<file path="config.mk">
export PLATFORM = sky130hd
export DESIGN_NAME = gnr_cycle_ctrl
export DESIGN_NICKNAME = d
export VERILOG_FILES = /design/src/rtl/gnr_cycle_ctrl.sv
export SDC_FILE = /design/constraint.sdc
export NUM_CORES = 1
export LEC_CHECK = 0
export CAP_MARGIN = 20
export CORE_AREA = 5 5 113 88
export CTS_CLUSTER_DIAMETER = 60
export DETAILED_ROUTE_END_ITERATION = 16
export DIE_AREA = 0 0 118 93
export HOLD_SLACK_MARGIN = 0.05
export PLACE_DENSITY_LB_ADDON = 0.1
export SYNTH_ARGS = -nofsm -noshare
export SYNTH_HDL_FRONTEND = slang
export SYNTH_SLANG_ARGS = --single-unit
</file>
<file path="constraint.sdc">
create_clock -name clk_i -period 2.6 [get_ports clk_i]
set_input_delay 0.52 -clock clk_i [delete_from_list [all_inputs] [get_ports clk_i]]
set_output_delay 0.52 -clock clk_i [all_outputs]
set_load 0.005 [all_outputs]
</file>
<file path="src/rtl/gnr_cycle_ctrl.sv">
// gnr_cycle_ctrl: sequences a bank of two-trajectory boolean-network nodes through Floyd
// cycle detection. Phase 1 steps tortoise and hare together until they meet on an even
// step count; phase 2 steps the hare alone until it returns to the tortoise, giving the
// attractor period. The result is held on a valid/ready port until accepted.
//
// Ports:
//   clk_i, rst_ni        clock, asynchronous active-low reset
//   start_i, seed_i      run request (sampled in idle only) and seed state
//   s0_vec_i, s1_vec_i   tortoise / hare state vectors read back from the nodes
//   reset_nos_o          node reload strobe (loads init_state_o, arms the tortoise)
//   init_state_o         per-node reload value, held until the next accepted start
//   start_s0_o           tortoise step strobe
//   start_s1_o           hare step strobe
//   busy_o               high whenever the controller is not idle
//   res_valid_o/_ready_i result handshake
//   meet_step_o          tortoise position at which both trajectories met
//   period_o             attractor length
//   timeout_o            run aborted by the step limit
module gnr_cycle_ctrl #(
  parameter int unsigned N_NODES   = 3,
  parameter int unsigned CNT_W     = 16,
  parameter int unsigned MAX_STEPS = 1024
) (
  input  logic               clk_i,
  input  logic               rst_ni,
  input  logic               start_i,
  input  logic [N_NODES-1:0] seed_i,
  input  logic [N_NODES-1:0] s0_vec_i,
  input  logic [N_NODES-1:0] s1_vec_i,
  output logic               reset_nos_o,
  output logic [N_NODES-1:0] init_state_o,
  output logic               start_s0_o,
  output logic               start_s1_o,
  output logic               busy_o,
  output logic               res_valid_o,
  input  logic               res_ready_i,
  output logic [CNT_W-1:0]   meet_step_o,
  output logic [CNT_W-1:0]   period_o,
  output logic               timeout_o
);

  typedef enum logic [2:0] {
    StIdle,
    StLoad,
    StP1Step,
    StP1Cmp,
    StP2Step,
    StP2Cmp,
    StDone
  } state_e;

  localparam logic [CNT_W-1:0] MaxCnt = CNT_W'(MAX_STEPS);
  localparam logic [CNT_W-1:0] One    = CNT_W'(1);

  state_e             state_q;
  logic [CNT_W-1:0]   k_q;
  logic [CNT_W-1:0]   lam_q;
  logic [N_NODES-1:0] init_q;
  logic [CNT_W-1:0]   meet_q;
  logic [CNT_W-1:0]   period_q;
  logic               timeout_q;
  logic               reset_nos_q;
  logic               start_s0_q;
  logic               start_s1_q;
  logic               busy_q;
  logic               res_valid_q;

  logic vec_eq;
  assign vec_eq = (s0_vec_i == s1_vec_i);

  // Strobes are registered and set on the transition into the state that owns them, so they
  // are high exactly during LOAD / the STEP states and low everywhere else.
  always_ff @(posedge clk_i or negedge rst_ni) begin
    if (!rst_ni) begin
      state_q     <= StIdle;
      k_q         <= '0;
      lam_q       <= '0;
      init_q      <= '0;
      meet_q      <= '0;
      period_q    <= '0;
      timeout_q   <= 1'b0;
      reset_nos_q <= 1'b0;
      start_s0_q  <= 1'b0;
      start_s1_q  <= 1'b0;
      busy_q      <= 1'b0;
      res_valid_q <= 1'b0;
    end else begin
      reset_nos_q <= 1'b0;
      start_s0_q  <= 1'b0;
      start_s1_q  <= 1'b0;
      unique case (state_q)
        StIdle: begin
          if (start_i) begin
            init_q      <= seed_i;
            k_q         <= '0;
            lam_q       <= '0;
            timeout_q   <= 1'b0;
            reset_nos_q <= 1'b1;
            busy_q      <= 1'b1;
            state_q     <= StLoad;
          end
        end
        StLoad: begin
          start_s0_q <= 1'b1;
          start_s1_q <= 1'b1;
          state_q    <= StP1Step;
        end
        StP1Step: begin
          k_q     <= k_q + One;
          state_q <= StP1Cmp;
        end
        StP1Cmp: begin
          // Odd k is skipped: the tortoise has moved as often as the hare after one step.
          if (!k_q[0] && vec_eq) begin
            meet_q     <= k_q >> 1;
            start_s1_q <= 1'b1;
            state_q    <= StP2Step;
          end else if (k_q == MaxCnt) begin
            timeout_q   <= 1'b1;
            meet_q      <= '0;
            period_q    <= '0;
            res_valid_q <= 1'b1;
            state_q     <= StDone;
          end else begin
            start_s0_q <= 1'b1;
            start_s1_q <= 1'b1;
            state_q    <= StP1Step;
          end
        end
        StP2Step: begin
          lam_q   <= lam_q + One;
          state_q <= StP2Cmp;
        end
        StP2Cmp: begin
          if (vec_eq) begin
            period_q    <= lam_q;
            res_valid_q <= 1'b1;
            state_q     <= StDone;
          end else if (lam_q == MaxCnt) begin
            timeout_q   <= 1'b1;
            period_q    <= '0;
            res_valid_q <= 1'b1;
            state_q     <= StDone;
          end else begin
            start_s1_q <= 1'b1;
            state_q    <= StP2Step;
          end
        end
        StDone: begin
          if (res_ready_i) begin
            res_valid_q <= 1'b0;
            busy_q      <= 1'b0;
            state_q     <= StIdle;
          end
        end
        default: begin
          state_q <= StIdle;
        end
      endcase
    end
  end

  assign reset_nos_o  = reset_nos_q;
  assign init_state_o = init_q;
  assign start_s0_o   = start_s0_q;
  assign start_s1_o   = start_s1_q;
  assign busy_o       = busy_q;
  assign res_valid_o  = res_valid_q;
  assign meet_step_o  = meet_q;
  assign period_o     = period_q;
  assign timeout_o    = timeout_q;

endmodule

</file>
======== After elaboration in Yosys (flattened, before gate mapping) ========
Cells that the tools add are included.
word-level totals
  bits of input ports ..................... 13
  bits in registers ....................... 76
  word-level logic and storage cells ...... 85
  output and inout port bits .............. 41
operators by class
  add/sub/neg operators ................... 2
  mux-type cells .......................... 36
  equal/unequal tests ..................... 16
  reduce and logical (&&, ||, !) cells .... 19
operators by type and width
  cell                     number
  $mux W16                 6
  $pmux W16 S2             3
  $add A16 B1 Y16 const B  2
  $eq A16 B11 Y1 const B   2
  $pmux W3 S7              1
  $mux W1                  15
  $mux W3                  4
  $ne A2 B2 Y1 const B     6
  $reduce_and A2 Y1        5
  $reduce_bool A2 Y1       5
  $eq A3 B3 Y1 const B     3
  $pmux W1 S3              3
  $eq A3 B2 Y1 const B     2
  $reduce_and A6 Y1        1
  $reduce_bool A3 Y1       2
  $reduce_and A5 Y1        1
  $mux W2                  2
  $pmux W1 S2              2
  $reduce_and A4 Y1        1
  $eq A3 B1 Y1 const B     1
  $eq A3 B3 Y1             1
  $logic_not A3 Y1         1
  $ne A3 B3 Y1 const B     1
  $reduce_and A3 Y1        1
  2 further kinds          2

======== Depth between registers and ports, before layout ========
Gate-level depths: netlist of the first run.
  word-level depth ........................ 4
  depth in mapped cells ................... 7
  depth with buffers taken out ............ 6

======== Worst setup path after synthesis of the first run ========
No wires, ideal clock.
  kind .................................... input to register
  start point ............................. in s1_vec_i[0]
  end point ............................... reg period_q[0] (netlist: period_o[0])
  buffers on the path ..................... 1
  setup time .............................. 122 ps
  cell stages on the path ................. 5
  arrival time ............................ 1764 ps
  path slack .............................. 714 ps
  required time ........................... 2478 ps
  path through ............................ xor2_1 > or3_1 > a21oi_2 > buf_4 > o31ai_2
on the way
  word-level cells in the longest chain between the ends .. 4
  elaborated cells between the ends (all ways) .. 7
  those cells by class .................... 3 x eq/ne; 2 x mux; 2 x reduce/logical
ends and longest elaborated chain
  item                         RTL line  RTL
  start, declared              29        input logic [N_NODES-1:0] s1_vec_i,
  $eq A3 B3 Y1 *               69        assign vec_eq = (s0_vec_i == s1_vec_i);
  $logic_and A1 B1 Y1          114       if (!k_q[0] && vec_eq) begin
  $ne A2 B2 Y1 (no line)       --
  $reduce_and A4 Y1 (no line)  --
  end signal, assigned         136       period_q <= lam_q;
  end, declared                60        logic [CNT_W-1:0] period_q;
Every way passes the cells marked *; elsewhere a longest branch is shown, timed or not.
A chain may end at the register's enable or synchronous reset.

======== Final worst setup path of the first run ========
  start point ............................. reg k_q[1]
  end point ............................... reg meet_q[5] (netlist: meet_step_o[5])
on the way
  word-level cells in the longest chain between the ends .. 3
ends and longest elaborated chain
  item                          RTL line  RTL
  start, declared               56        logic [CNT_W-1:0] k_q;
  start signal, assigned        109       k_q <= k_q + One;
  $eq A16 B11 Y1                118       end else if (k_q == MaxCnt) begin
  $reduce_bool A2 Y1 (no line)  --
  $reduce_and A2 Y1 (no line)   --
  end signal, assigned          115       meet_q <= k_q >> 1;
  end, declared                 59        logic [CNT_W-1:0] meet_q;
No other way between the ends.

==> impl_metrics.yaml, run 1 <==
placed_design:
  gp_congestion: 0.852
  port_buffers: 52
  placed_area_sq_um: 4470
  dp_hpwl_mm: 6.39
  post-place-cells: 526
clocking:
  cts_resized: 0
  clock-root-buffer: "clkbuf_16"
  clk_pin_slew_ns: 0.06
  insertion_delay_ns: 0.32
  cts_made_buffers: 9
  cts_tree: "done"
  cts_hold_buf: 0
  h-tree-depth: 3
  clk_path_buf_depth: 2
  clock_sinks: 75
  postCtsSetupBuffers: 0
synth:
  muxShareOfSynthArea: 0.0345
  synth_common_cells: "75 x dfrtp_1, 59 x nand2_1, 26 x inv_1, 21 x o21ai_0"
  synth_ff_type: "dfrtp_1"
  synth_nets: 388
  yosysTopAreaCell: "dfrtp_1"
  synth-xor-area-share: 0.0161
  postSynthAreaPerCell_sq_um: 10.3
  yosys.cell_count.top_type: "dfrtp_1"
  ys_warn_count: 0
  synth-compound-area-share: 0.167
  syn-instance-count: 371
  synth.distinct_cells: 62
  synth-seq-cells: 75
  ys_seq_area_frac: 0.493
  synth_top_cells_by_area: "dfrtp_1 49%, nand2_1 5.8%, a22o_1 3.5%"
  yosys.area_share.simple: 0.210
  synth_top_cell_area_share: 0.493
  async_reset_ff_frac: 1.00
  synthAdderAreaFrac: 0.0132
  synthesis.area_sq_um: 3800
  synth_top_family_by_area: "simple AND/OR/NAND/NOR gates"
  synth-edff-count: 0
global_route:
  grt_pass1_wl_mm: 15.9
  grt_max_degree: 49
  grt_pass1_vias: 3009
  overflow: 0
  antenna_found_initial: 0
  grt.total_usage: 0.177
critical_path:
  worstPathMaxFanout: 15
  cp.required_ns: 2.81
  slowest_delay_ns: 0.44
  start_kind: "flop"
  critPathBufInv: 1
  path_cells: "inv_1, ha_1, nor4b_4, and4_1, a41oi_2, a22o_1"
  cp-end-kind: "flop"
  criticalPathCategory: "reg -> reg"
  arrival_ns: 2.41
  worst_path_max_delay_cell: "a41oi_2"
  ff2ff_setup_slack_ns: 0.40
  timing.critical_path.max_delay_family: "compound AO/OA/AOI/OAI gates"
sta:
  rsz0062_at_grt: "false"
  worst_slew_pin_slew_ns: 0.803
  final.setup.tns_ns: 0
  finClkSkew_ns: 0.00544
  setup_violations: 0
  slew_headroom: 0.465
  fin_crit_ns: 2.20
  finalMaxSlewViolations: 0
  clock.fmax_mhz: 454
  post-route-period-util: 0.847
  hold_viol_final: 0
finish:
  fin_cells: 541
  final_cell_area_sq_um: 4730
  fillers: 832
  nNetsFinal: 442
  synthToLayoutAreaGrowth_pct: 24.4
  drive_gt1_frac: 0.140
  diodes: 0
outcome:
  status: "finished, final reports clean"
pwr:
  power.density_nw_per_um2: 886
  leakage_uw: 0.00201
  peakVddDrop_v: 0.000500
worst_hold_path:
  hp-class: "in -> async"
drt:
  drt-total-wl_mm: 9.09
  postRouteAntennaNets: 0
  drt_iter0_markers: 238
  vias_per_cell: 5.59
  dr.pass1.iters: 4
  wire_per_inst_microns: 16.8
  drc: 0
  vias: 3022
die:
  start_util: 0.433
  placementRows: 30
  core_sq_um: 8780
  fp.dieArea_sq_um: 11000
  fp.dieH_microns: 93
  die_w_microns: 118
  io_pins: 54
flow_run:
  drv_cap: 0
## worst register-to-register path, stage by stage, from the launching register on
cell and delay (ns):
dfrtp_1 0.43, inv_1 0.10, ha_1 0.15, nor4b_4 0.29
and4_1 0.33, a41oi_2 0.44, a22o_1 0.35
## sequential cells by signal (all words and copies together) (netlist names)
signal        flops
timeout_o         1
state_q           3
reset_nos_o       1
res_valid_o       1
k_q              16
period_o         16
start_s0_o        1
lam_q            16
start_s1_o        1
meet_step_o      15
busy_o            1
init_state_o      3
## worst paths after layout
| path | start | end | depth (start not counted) |
|---|---|---|---|
| setup / recovery | k_q[1] | meet_step_o[5] | 6 |
| hold / removal | rst_ni | meet_step_o[8] | 1 |
| setup reg to reg | k_q[1] | meet_step_o[5] | 6 |
| hold reg to reg | init_state_o[2] | init_state_o[2] | 2 |
| max in group asynchronous | rst_ni | period_o[7] | 2 |
| min in group clk_i | init_state_o[2] | init_state_o[2] | 2 |
## routing by layer
layer / track usage / part of all wire / routed length (microns)
met3: 0.0478 / 0.064 / 586
met4: 0.0458 / 0.0086 / 78
met5: 0 / 0 / 0
met2: 0.229 / 0.39 / 3550
met1: 0.284 / 0.54 / 4880
## layout by cell type (no fill, tap or decap), types with 3 or more instances in the layout
| cell type | instances |
|---|---|
| dfrtp_1 | 75 |
| nand2_1 | 59 |
| clkdlybuf4s50_1 | 51 |
| inv_1 | 26 |
| o21ai_0 | 21 |
| a22o_1 | 15 |
| nand3_1 | 15 |
| buf_4 | 14 |
| mux2i_1 | 12 |
| o31ai_2 | 10 |
| o31ai_1 | 10 |
| clkbuf_16 | 9 |
| nor3_1 | 8 |
| nor2_1 | 7 |
| xor2_1 | 6 |
| nor4_1 | 6 |
| nand4_1 | 6 |
| a21oi_1 | 6 |
| ha_1 | 4 |
| and3_1 | 3 |
| or3_1 | 3 |
| nand2b_1 | 3 |
| a31oi_1 | 3 |
| or4_1 | 3 |
| clkinv_2 | 3 |
| buf_12 | 3 |
## stage by stage
step	worst slack [ns]	hold WS [ns]	power (uW)	utilization
final	0.397	0.225	4190	0.539
after CTS	0.385	0.246	4240	0.539
after global placement	0.146	0.458	3080	0.509
after global routing	0.177	0.286	4480	0.539
after floorplan	0.714	0.224	2470	-
after detailed placement	0.0994	0.466	3100	0.509
## where the power goes
part,switching [uW],leakage [uW],internal (uW)
clock,442,0.000132,662
sequential,252,0.00102,1430
combinational,679,0.000861,729
total,1370,0.00201,2820
## logic make-up after synthesis
kind of cell,after synthesis
buffers and inverters,52
multiplexers,13
XOR/XNOR,7
AND/OR/NAND/NOR,136
flip-flops,75
adder cells (fa/ha/maj),4
AO/OA/AOI/OAI,83
other,1
## final cells by class
cell class	count	area, sq um	share of cell area
Sequential cell	75	1880	0.397
Clock buffer	12	246	0.0521
Inverter	27	101	0.0214
Tap cell	112	140	0.0296
Multi-Input combinational cell	244	1680	0.354
Clock inverter	3	15.0	0.00317
Timing Repair Buffer	68	676	0.143
(Power assumes the default switching activity.)
==> run 2: changes to the inputs <==
==> constraint.sdc (replaced) <==
create_clock -name clk_i -period 2.2 [get_ports clk_i]
set_input_delay 0.44 -clock clk_i [delete_from_list [all_inputs] [get_ports clk_i]]
set_output_delay 0.44 -clock clk_i [all_outputs]
set_load 0.005 [all_outputs]
==> run 2 against run 1 <==
  * Die area unchanged
  * Critical endpoint is now meet_step_o[6]
  * Combinational power increased by 21%
  * Critical path type unchanged
  * Highest routed layer unchanged
  * Maximum frequency increased by 9.6%
  * Largest cell class unchanged
  * Total power increased by 22%
==> impl_metrics.yaml, run 2 (synthesis results as in run 1) <==
finish:
  nNetsFinal: 452
  multi_input_area_sq_um: 1690
  fillers: 830
  synthToLayoutAreaGrowth_pct: 27.3
  diodes: 0
  area.sequential_sq_um: 1880
  final_cell_area_sq_um: 4840
  post-route-util: 0.551
  layout_commonest_cell: "dfrtp_1"
  drive_gt1_frac: 0.160
  mostFrequentLayoutCells: "75 x dfrtp_1, 59 x nand2_1, 51 x clkdlybuf4s50_1"
global_route:
  grt_pass1_wl_mm: 15.8
  grt.total_usage: 0.177
  grt_pass1_vias: 3017
  antenna_found_initial: 0
  grt_max_degree: 41
  overflow: 0
clocking:
  cts_tree: "done"
  cts_made_buffers: 9
  insertion_delay_ns: 0.32
  clock-root-buffer: "clkbuf_16"
  cts_hold_buf: 0
  cts_resized: 0
  h-tree-depth: 3
  clk_pin_slew_ns: 0.06
  clock_sinks: 75
  postCtsSetupBuffers: 0
  clk_path_buf_depth: 2
sta:
  hold_viol_final: 0
  rsz0062_at_grt: "false"
  setup_violations: 0
  clock.fmax_mhz: 498
  finalMaxSlewViolations: 0
  finClkSkew_ns: 0.00339
  post-route-period-util: 0.913
  worst_slew_pin_slew_ns: 0.556
  slew_headroom: 0.629
  fin_crit_ns: 2.01
drt:
  postRouteAntennaNets: 0
  vias_per_cell: 5.53
  wire_per_inst_microns: 16.6
  dr.pass1.iters: 4
  vias: 3043
  drc: 0
  drt-total-wl_mm: 9.13
  drt_iter0_markers: 157
pwr:
  swShare: 0.321
  power.switching_uw: 1640
  leakage_uw: 0.00207
  peakVddDrop_v: 0.000435
  pwr-share-comb: 0.332
  p_int_uw: 3470
  power.density_nw_per_um2: 1060
  power_frac_seq: 0.390
  clock_power_share: 0.278
  p_total_uw: 5110
placed_design:
  placed_area_sq_um: 4550
  port_buffers: 52
  gp_congestion: 0.913
  dp_hpwl_mm: 6.48
critical_path:
  slowest_delay_ns: 0.43
  worst_path_max_delay_cell: "dfrtp_1"
  path_cells: "inv_1, ha_1, nor4b_4, and4_1, a41oi_4, a22o_1"
  cp-end-kind: "flop"
  critPathBufInv: 1
  start_kind: "flop"
  criticalPathCategory: "reg -> reg"
  arrival_ns: 2.22
  worstPathMaxFanout: 15
  timing.critical_path.max_delay_family: "simple AND/OR/NAND/NOR gates"
  cp.required_ns: 2.41
flow_run:
  drv_cap: 0
die:
  placementRows: 30
  start_util: 0.433
  fp.dieH_microns: 93
  fp.dieArea_sq_um: 11000
  core_sq_um: 8780
  die_w_microns: 118
  io_pins: 54
outcome:
  status: "finished, final reports clean"
worst_hold_path:
  hp-class: "in -> async"
[run 2: cell count changes in the layout (fill, tap and decap cells not counted), sizes merged]
cell / before / now
clkbuf: 12 / 11
bufinv: 0 / 1
clkinv: 3 / 2
buf: 17 / 27
[run 2: final timing paths]
check / from / slack [ns] / depth (start not counted) / endpoint
max: k_q[1] / 0.19 / 6 / meet_step_o[6]
min: rst_ni / 0.11 / 1 / meet_step_o[8]
max reg2reg: k_q[1] / 0.19 / 6 / meet_step_o[6]
min reg2reg: init_state_o[1] / 0.47 / 2 / init_state_o[1]
max in group asynchronous: rst_ni / 1.50 / 2 / lam_q[14]
min in group clk_i: init_state_o[1] / 0.47 / 2 / init_state_o[1]
[run 2: cell type report]
cell class,count,share of cell area
Sequential cell,75,0.388
Clock inverter,3,0.00827
Inverter,27,0.0209
Tap cell,112,0.0289
Multi-Input combinational cell,244,0.349
Timing Repair Buffer,78,0.155
Clock buffer,11,0.0501
[run 2: power groups by stage]
stage               combinational, uW  clock [uW]  sequential [uW]
floorplan                        1020           0             1900
global placement                 1660           0             2000
detailed placement               1690           0             2010
CTS                              1700        1460             1990
global route                     1890        1520             2040
finish                           1700        1420             1990
[run 2: per-stage QoR]
stage | instances | hold WS, ns | setup slack, ns | setup TNS (ns)
2_1_floorplan | 371 | 0.144 | 0.354 | 0
3_3_place_gp | 536 | 0.457 | -0.133 | -2.03
3_5_place_dp | 536 | 0.461 | -0.197 | -3.35
4_1_cts | 550 | 0.119 | 0.0290 | 0
5_1_grt | 550 | 0.144 | 0.0638 | 0
6_report | 550 | 0.106 | 0.191 | 0
[run 2: layer usage]
metal / part of all wire / track usage / up-vias / routed length [microns]
li1: - / - / 1455 / -
met1: 0.51 / 0.271 / 1477 / 4680
met2: 0.41 / 0.250 / 104 / 3770
met3: 0.067 / 0.0520 / 7 / 614
met4: 0.0065 / 0.0334 / 0 / 59
met5: 0 / 0 / - / 0
==> run 3: changes to the inputs <==
--- a/config.mk
+++ b/config.mk
@@ -10,6 +10,7 @@
 export CTS_CLUSTER_DIAMETER = 60
 export DETAILED_ROUTE_END_ITERATION = 16
 export DIE_AREA = 0 0 118 93
+export GPL_TIMING_DRIVEN = 0
 export HOLD_SLACK_MARGIN = 0.05
 export PLACE_DENSITY_LB_ADDON = 0.1
 export SYNTH_ARGS = -nofsm -noshare
==> run 3 against run 2 <==
  * Core utilization increased by 0.88 points
  * Combinational power increased by 4%
  * Final area up 1.6%
  * Clock-buffer cell count shrank 1
  * Total power up 3.5%
  * Critical endpoint is now period_o[1]
  * Largest cell class unchanged
  * Highest routed layer unchanged
==> impl_metrics.yaml, run 3 (synthesis results as in run 1) <==
outcome:
  status: "finished, final reports clean"
finish:
  nNetsFinal: 459
  layout_commonest_cell: "dfrtp_1"
  synthToLayoutAreaGrowth_pct: 29.3
  diodes: 0
  fillers: 785
  post-route-util: 0.560
  mostFrequentLayoutCells: "74 x dfrtp_1, 59 x nand2_1, 51 x clkdlybuf4s50_1"
  drive_gt1_frac: 0.168
clocking:
  clock_sinks: 75
  insertion_delay_ns: 0.33
  cts_made_buffers: 9
  clk_pin_slew_ns: 0.06
  clock-root-buffer: "clkbuf_16"
  clk_path_buf_depth: 2
  cts_tree: "done"
  h-tree-depth: 3
drt:
  vias: 3070
  drc: 0
  dr.pass1.iters: 5
  wire_per_inst_microns: 16.3
  drt_iter0_markers: 191
  vias_per_cell: 5.49
  drt-total-wl_mm: 9.13
  postRouteAntennaNets: 0
worst_hold_path:
  hp-class: "reg -> reg"
  whs_endpoint: "init_state_o[2]"
  min_from: "init_state_o[2]"
  min_delay_path_depth: 2
critical_path:
  slowest_delay_ns: 0.51
  ff2ff_setup_slack_ns: 0.14
  worstPathMaxFanout: 10
  cp.required_ns: 2.41
  criticalPathCategory: "in -> reg"
  cp-end-kind: "flop"
  rr_worst_depth: 8
  path_cells: "clkdlybuf4s50_1, xor2_2, or3_1, a21oi_4, buf_4, o31ai_2"
  arrival_ns: 2.28
  reg2reg_from: "k_q[0]"
  worst_path_max_delay_cell: "or3_1"
  start_kind: "input pin"
  rr_endpoint: "period_o[7]"
sta:
  finClkSkew_ns: 0.00695
  fin_crit_ns: 2.06
  rsz0062_at_grt: "false"
  hold_viol_final: 0
  worst_hold_slack_ns: 0.475
  post-route-period-util: 0.938
  setup_violations: 0
  fin_ws_ns: 0.135
  clock.fmax_mhz: 484
  finalMaxSlewViolations: 0
  slew_headroom: 0.441
  worst_slew_pin_slew_ns: 0.836
placed_design:
  gp_congestion: 0.886
  dp_hpwl_mm: 6.27
  port_buffers: 52
  place_ws_ns: -0.346
global_route:
  antenna_found_initial: 0
  grt.total_usage: 0.175
  grt_pass1_wl_mm: 15.6
  grt_pass1_vias: 3012
  overflow: 0
  grt_max_degree: 52
die:
  fp.dieH_microns: 93
  core_sq_um: 8780
  fp.dieArea_sq_um: 11000
  die_w_microns: 118
  placementRows: 30
  io_pins: 54
  start_util: 0.433
pwr:
  p_int_uw: 3590
  peakVddDrop_v: 0.000520
  power.switching_uw: 1700
  p_total_uw: 5290
  power.density_nw_per_um2: 1070
  leakage_uw: 0.00209
  pwr-share-comb: 0.335
  clock_power_share: 0.306
  power_frac_seq: 0.359
  swShare: 0.321
flow_run:
  drv_cap: 0
run 3: cell count changes in the layout (fill, tap and decap cells not counted), sizes merged:
cell and change:
bufinv +1, buf -6, clkinvlp +2, clkbuf +11, dlygate4sd3 +1
run 3: timing repair:
action / CTS / global route
cloned: 0 / 1
setup buffers: 0 / 5
pin swaps: 1 / 2
gates resized for setup: 1 / 11
hold buffers: 1 / 0
setup endpoints to repair: 10 / 21
hold endpoints to repair: 24 / 0
run 3: worst max-delay path: cells and delay by family:
kind	cells	cell delay, ns
buffers and inverters	2	0.72
and+or+nand+nor	1	0.51
AOI/OAI and AO/OA	2	0.37
xor gates and xnor gates	1	0.24
run 3: cell type report:
type / count / area (sq um) / area share
buffer: 25 / 151 / 0.0308
sequential: 75 / 1880 / 0.382
tap: 112 / 140 / 0.0285
timing repair buffer: 60 / 601 / 0.122
multi-input combinational: 244 / 1720 / 0.350
inverter: 27 / 101 / 0.0206
clock inverter: 6 / 88.8 / 0.0181
clock buffer: 10 / 239 / 0.0486
run 3: routing by layer:
| layer | wire length, microns | track usage | vias to the layer above |
|---|---|---|---|
| met5 | 0 | 0 | - |
| met2 | 3700 | 0.244 | 108 |
| met3 | 721 | 0.0568 | 12 |
| met1 | 4620 | 0.263 | 1479 |
| li1 | - | - | 1471 |
| met4 | 91 | 0.0392 | 0 |
run 3: stage by stage:
stage          TNS (ns)  instance area (sq um)  std cells
2_1_floorplan         0                   3800        371
3_3_place_gp    -159.38                   4460        535
3_5_place_dp      -8.84                   4490        536
4_1_cts               0                   4830        553
5_1_grt               0                   4920        559
6_report              0                   4920        559
run 3: worst max path at each step:
stage,startpoint,end,cells past startpoint
6_report,s1_vec_i[0],period_o[1],6
5_1_grt,k_q[0],meet_step_o[4],7
4_1_cts,s0_vec_i[0],period_o[1],6
3_5_place_dp,s0_vec_i[0],period_o[7],6
3_3_place_gp,rst_ni,reset_nos_o,1
2_1_floorplan,k_q[0],period_o[0],7
run 3: power groups by stage:
| stage | logic (uW) | clock network (uW) | registers [uW] |
|---|---|---|---|
| after global routing | 1960 | 1730 | 1950 |
| final | 1770 | 1620 | 1900 |
| after CTS | 1780 | 1650 | 1900 |
| after floorplan | 1020 | 0 | 1900 |
| after detailed placement | 1760 | 0 | 1920 |
| after global placement | 1730 | 0 | 1920 |
==> patch (settings of run 1) <==
The 7 states of `state_e` get a Gray code encoding in 3 bits.
--- a/src/rtl/gnr_cycle_ctrl.sv
+++ b/src/rtl/gnr_cycle_ctrl.sv
@@ -40,13 +40,13 @@
 );
 
   typedef enum logic [2:0] {
-    StIdle,
-    StLoad,
-    StP1Step,
-    StP1Cmp,
-    StP2Step,
-    StP2Cmp,
-    StDone
+    StIdle   = 3'b000,
+    StLoad   = 3'b001,
+    StP1Step = 3'b011,
+    StP1Cmp  = 3'b010,
+    StP2Step = 3'b110,
+    StP2Cmp  = 3'b111,
+    StDone   = 3'b101
   } state_e;
 
   localparam logic [CNT_W-1:0] MaxCnt = CNT_W'(MAX_STEPS);
Behaviour: same outputs for any inputs over 10 cycles, from zero or initial values and one cycle with rst_ni low; not proved beyond that.
==> patch against run 1 <==
  * Count of clock-buffer cells in the layout fell by 1
  * Design area is 5.2% lower
  * Sequential share of layout area increased by 2.2 points
  * Wire length shrank 7.4%
  * Die area unchanged
  * Worst setup slack better by 97 ps
  * Hold slack got worse by 23 ps
  * Combinational power decreased by 4%
  * Sequential cell count did not move
  * Non-clock buffer count is 4 lower
  * Area after synthesis fell by 6.6%
  * Total power is 5.1% higher
  * Clock skew about the same
==> patch: results (changes against run 1) <==
[outcome]
outcome = finished clean  ; unchanged

[finish]
layout-drive-gt1-share_pct = 8.35  ; was 14.0%
antenna_cells = 0  ; unchanged
fill_cells = 861  ; was 832
final_nets = 443  ; was 442

[route]
drc = 0  ; unchanged
drt_pass1_iterations = 4  ; unchanged
avgViaCountPerCell = 5.41  ; was 5.59
wire_per_inst_um = 15.5  ; was 16.8 µm
drt_iter0_drc = 193  ; was 238

[critical_path]
cpMaxStageDelayCell = or4b_2  ; was a41oi_2
max_stage_delay_ps = 710  ; was 440 ps
r2r-start = state_q[0]$_DFFE_PN0P_  ; was k_q[1]$_DFFE_PN0P_
cp_max_fo = 7  ; was 15
startpoint = start_i  ; was k_q[1]$_DFFE_PN0P_
crit_arrival_ps = 2330  ; was 2410 ps

[cts]
numCtsBuffers = 9  ; unchanged
cts-root-buf = clkbuf_16  ; unchanged
insertion_delay_ps = 330
clkTransAtPathRegs_ps = 60  ; about the same
post-cts-setup-buffers = 0  ; unchanged
ctsHoldBuffers = 0  ; unchanged
cts_max_path_buffers = 2  ; unchanged
postCtsResizedCells = 0  ; unchanged
cts.htree.levels = 3  ; unchanged

[place]
dpl_worst_slack_ps = 156  ; was 99.4 ps
port_buffers = 52  ; unchanged
dp_hpwl_um = 5970  ; was 6390 µm
postPlaceCellArea_um2 = 4180  ; was 4470 µm²
place_congestion = 0.846  ; was 0.852

[synthesis]
yosys_most_used_dff = dfrtp_1  ; unchanged
synthTopCellsByArea = dfrtp_1 (53%), nand2_1 (7.6%), o21ai_0 (6.8%)  ; was dfrtp_1 (49%), nand2_1 (5.8%), a22o_1 (3.5%)
yosysSeqAreaShare_pct = 52.8  ; was 49.3%
synth_cell_types = 44  ; was 62
async_flop_share_pct = 100  ; unchanged
synth_commonest_cells = dfrtp_1 (75), nand2_1 (72), o21ai_0 (48)  ; was dfrtp_1 (75), nand2_1 (59), inv_1 (26)
synthesis.nets = 390  ; was 388
yosys_warnings = 0  ; unchanged

[timing]
max_slew_margin_pct = 54.1  ; was 46.5%
fin_worst_skew_ps = 5.26  ; was 5.44 ps

[grt]
grt_pass1_vias = 2981  ; was 3009
overflow = 0  ; unchanged
antenna_found_initial = 0  ; unchanged
grt_pass1_wl_um = 14800  ; was 15900 µm
grt_use_total_pct = 16.5  ; was 17.7%
grt_max_degree = 48  ; was 49

[pwr]
power_density_nw_per_um2 = 982  ; was 886 nW/µm²
power_frac_seq_pct = 40.6  ; was 40.1%
ir_drop_v = 0.000457  ; was 0.000500 V
swShare_pct = 34.0  ; was 32.7%
pg_comb_mw = 1.36  ; was 1.41 mW
power.leakage_nw = 1.95  ; was 2.01 nW

[worst_hold_path]
hp-class = primary input to asynchronous set/reset pin  ; unchanged

[patch: worst paths after layout]
path,endpoint,slack (ps),cells after the start
worst min register to register,init_state_o[0]$_DFFE_PN0P_,470,2
max in group asynchronous,init_state_o[2]$_DFFE_PN0P_,1780,2
worst min-delay path,start_s1_o$_DFF_PN0_,200,1
worst max-delay path,lam_q[14]$_DFFE_PN0P_,490,5
worst max register to register,lam_q[14]$_DFFE_PN0P_,550,4
min in group clk_i,init_state_o[0]$_DFFE_PN0P_,470,2
[patch: final cells by class]
cell class              count  area share [%]
flip-flops and latches     75            41.8
multi-input cells         265            33.8
repair buffers             64            13.5
well taps                 112            3.12
clock inverters             5            1.37
inverters                  11           0.920
clock buffers              11            5.41
[patch: per-layer routing]
layer  vias up  part of all wire, %  GRT usage, %
li1       1434                    -             -
met1      1422                   51          23.3
met2        73                   43          24.9
met3         8                  5.4          4.59
met4         0                 0.86          4.68
met5         -                    0             0
[patch: critical path: cells and delay by family]
family | cells | cell delay (ps)
AND/OR/NAND/NOR | 2 | 930
buffers and inverters | 1 | 510
AO/OA/AOI/OAI | 2 | 360
[patch: cell families (layout without fill, tap and decap cells)]
kind of cell	Yosys count	after routing	share of synthesized area, %
adder cells (fa/ha/maj)	4	4	1.41
other	1	1	0.106
multiplexers	5	5	1.41
XOR/XNOR	6	6	1.48
AND/OR/NAND/NOR	153	153	21.2
flip-flops	75	75	52.8
AO/OA/AOI/OAI	96	96	17.1
buffers and inverters	33	91	4.44
[patch: through the flow]
stage / std cells / power (mW)
2_1_floorplan: 373 / 2.55
3_3_place_gp: 527 / 3.15
3_5_place_dp: 527 / 3.18
4_1_cts: 543 / 4.46
5_1_grt: 543 / 4.72
6_report: 543 / 4.41
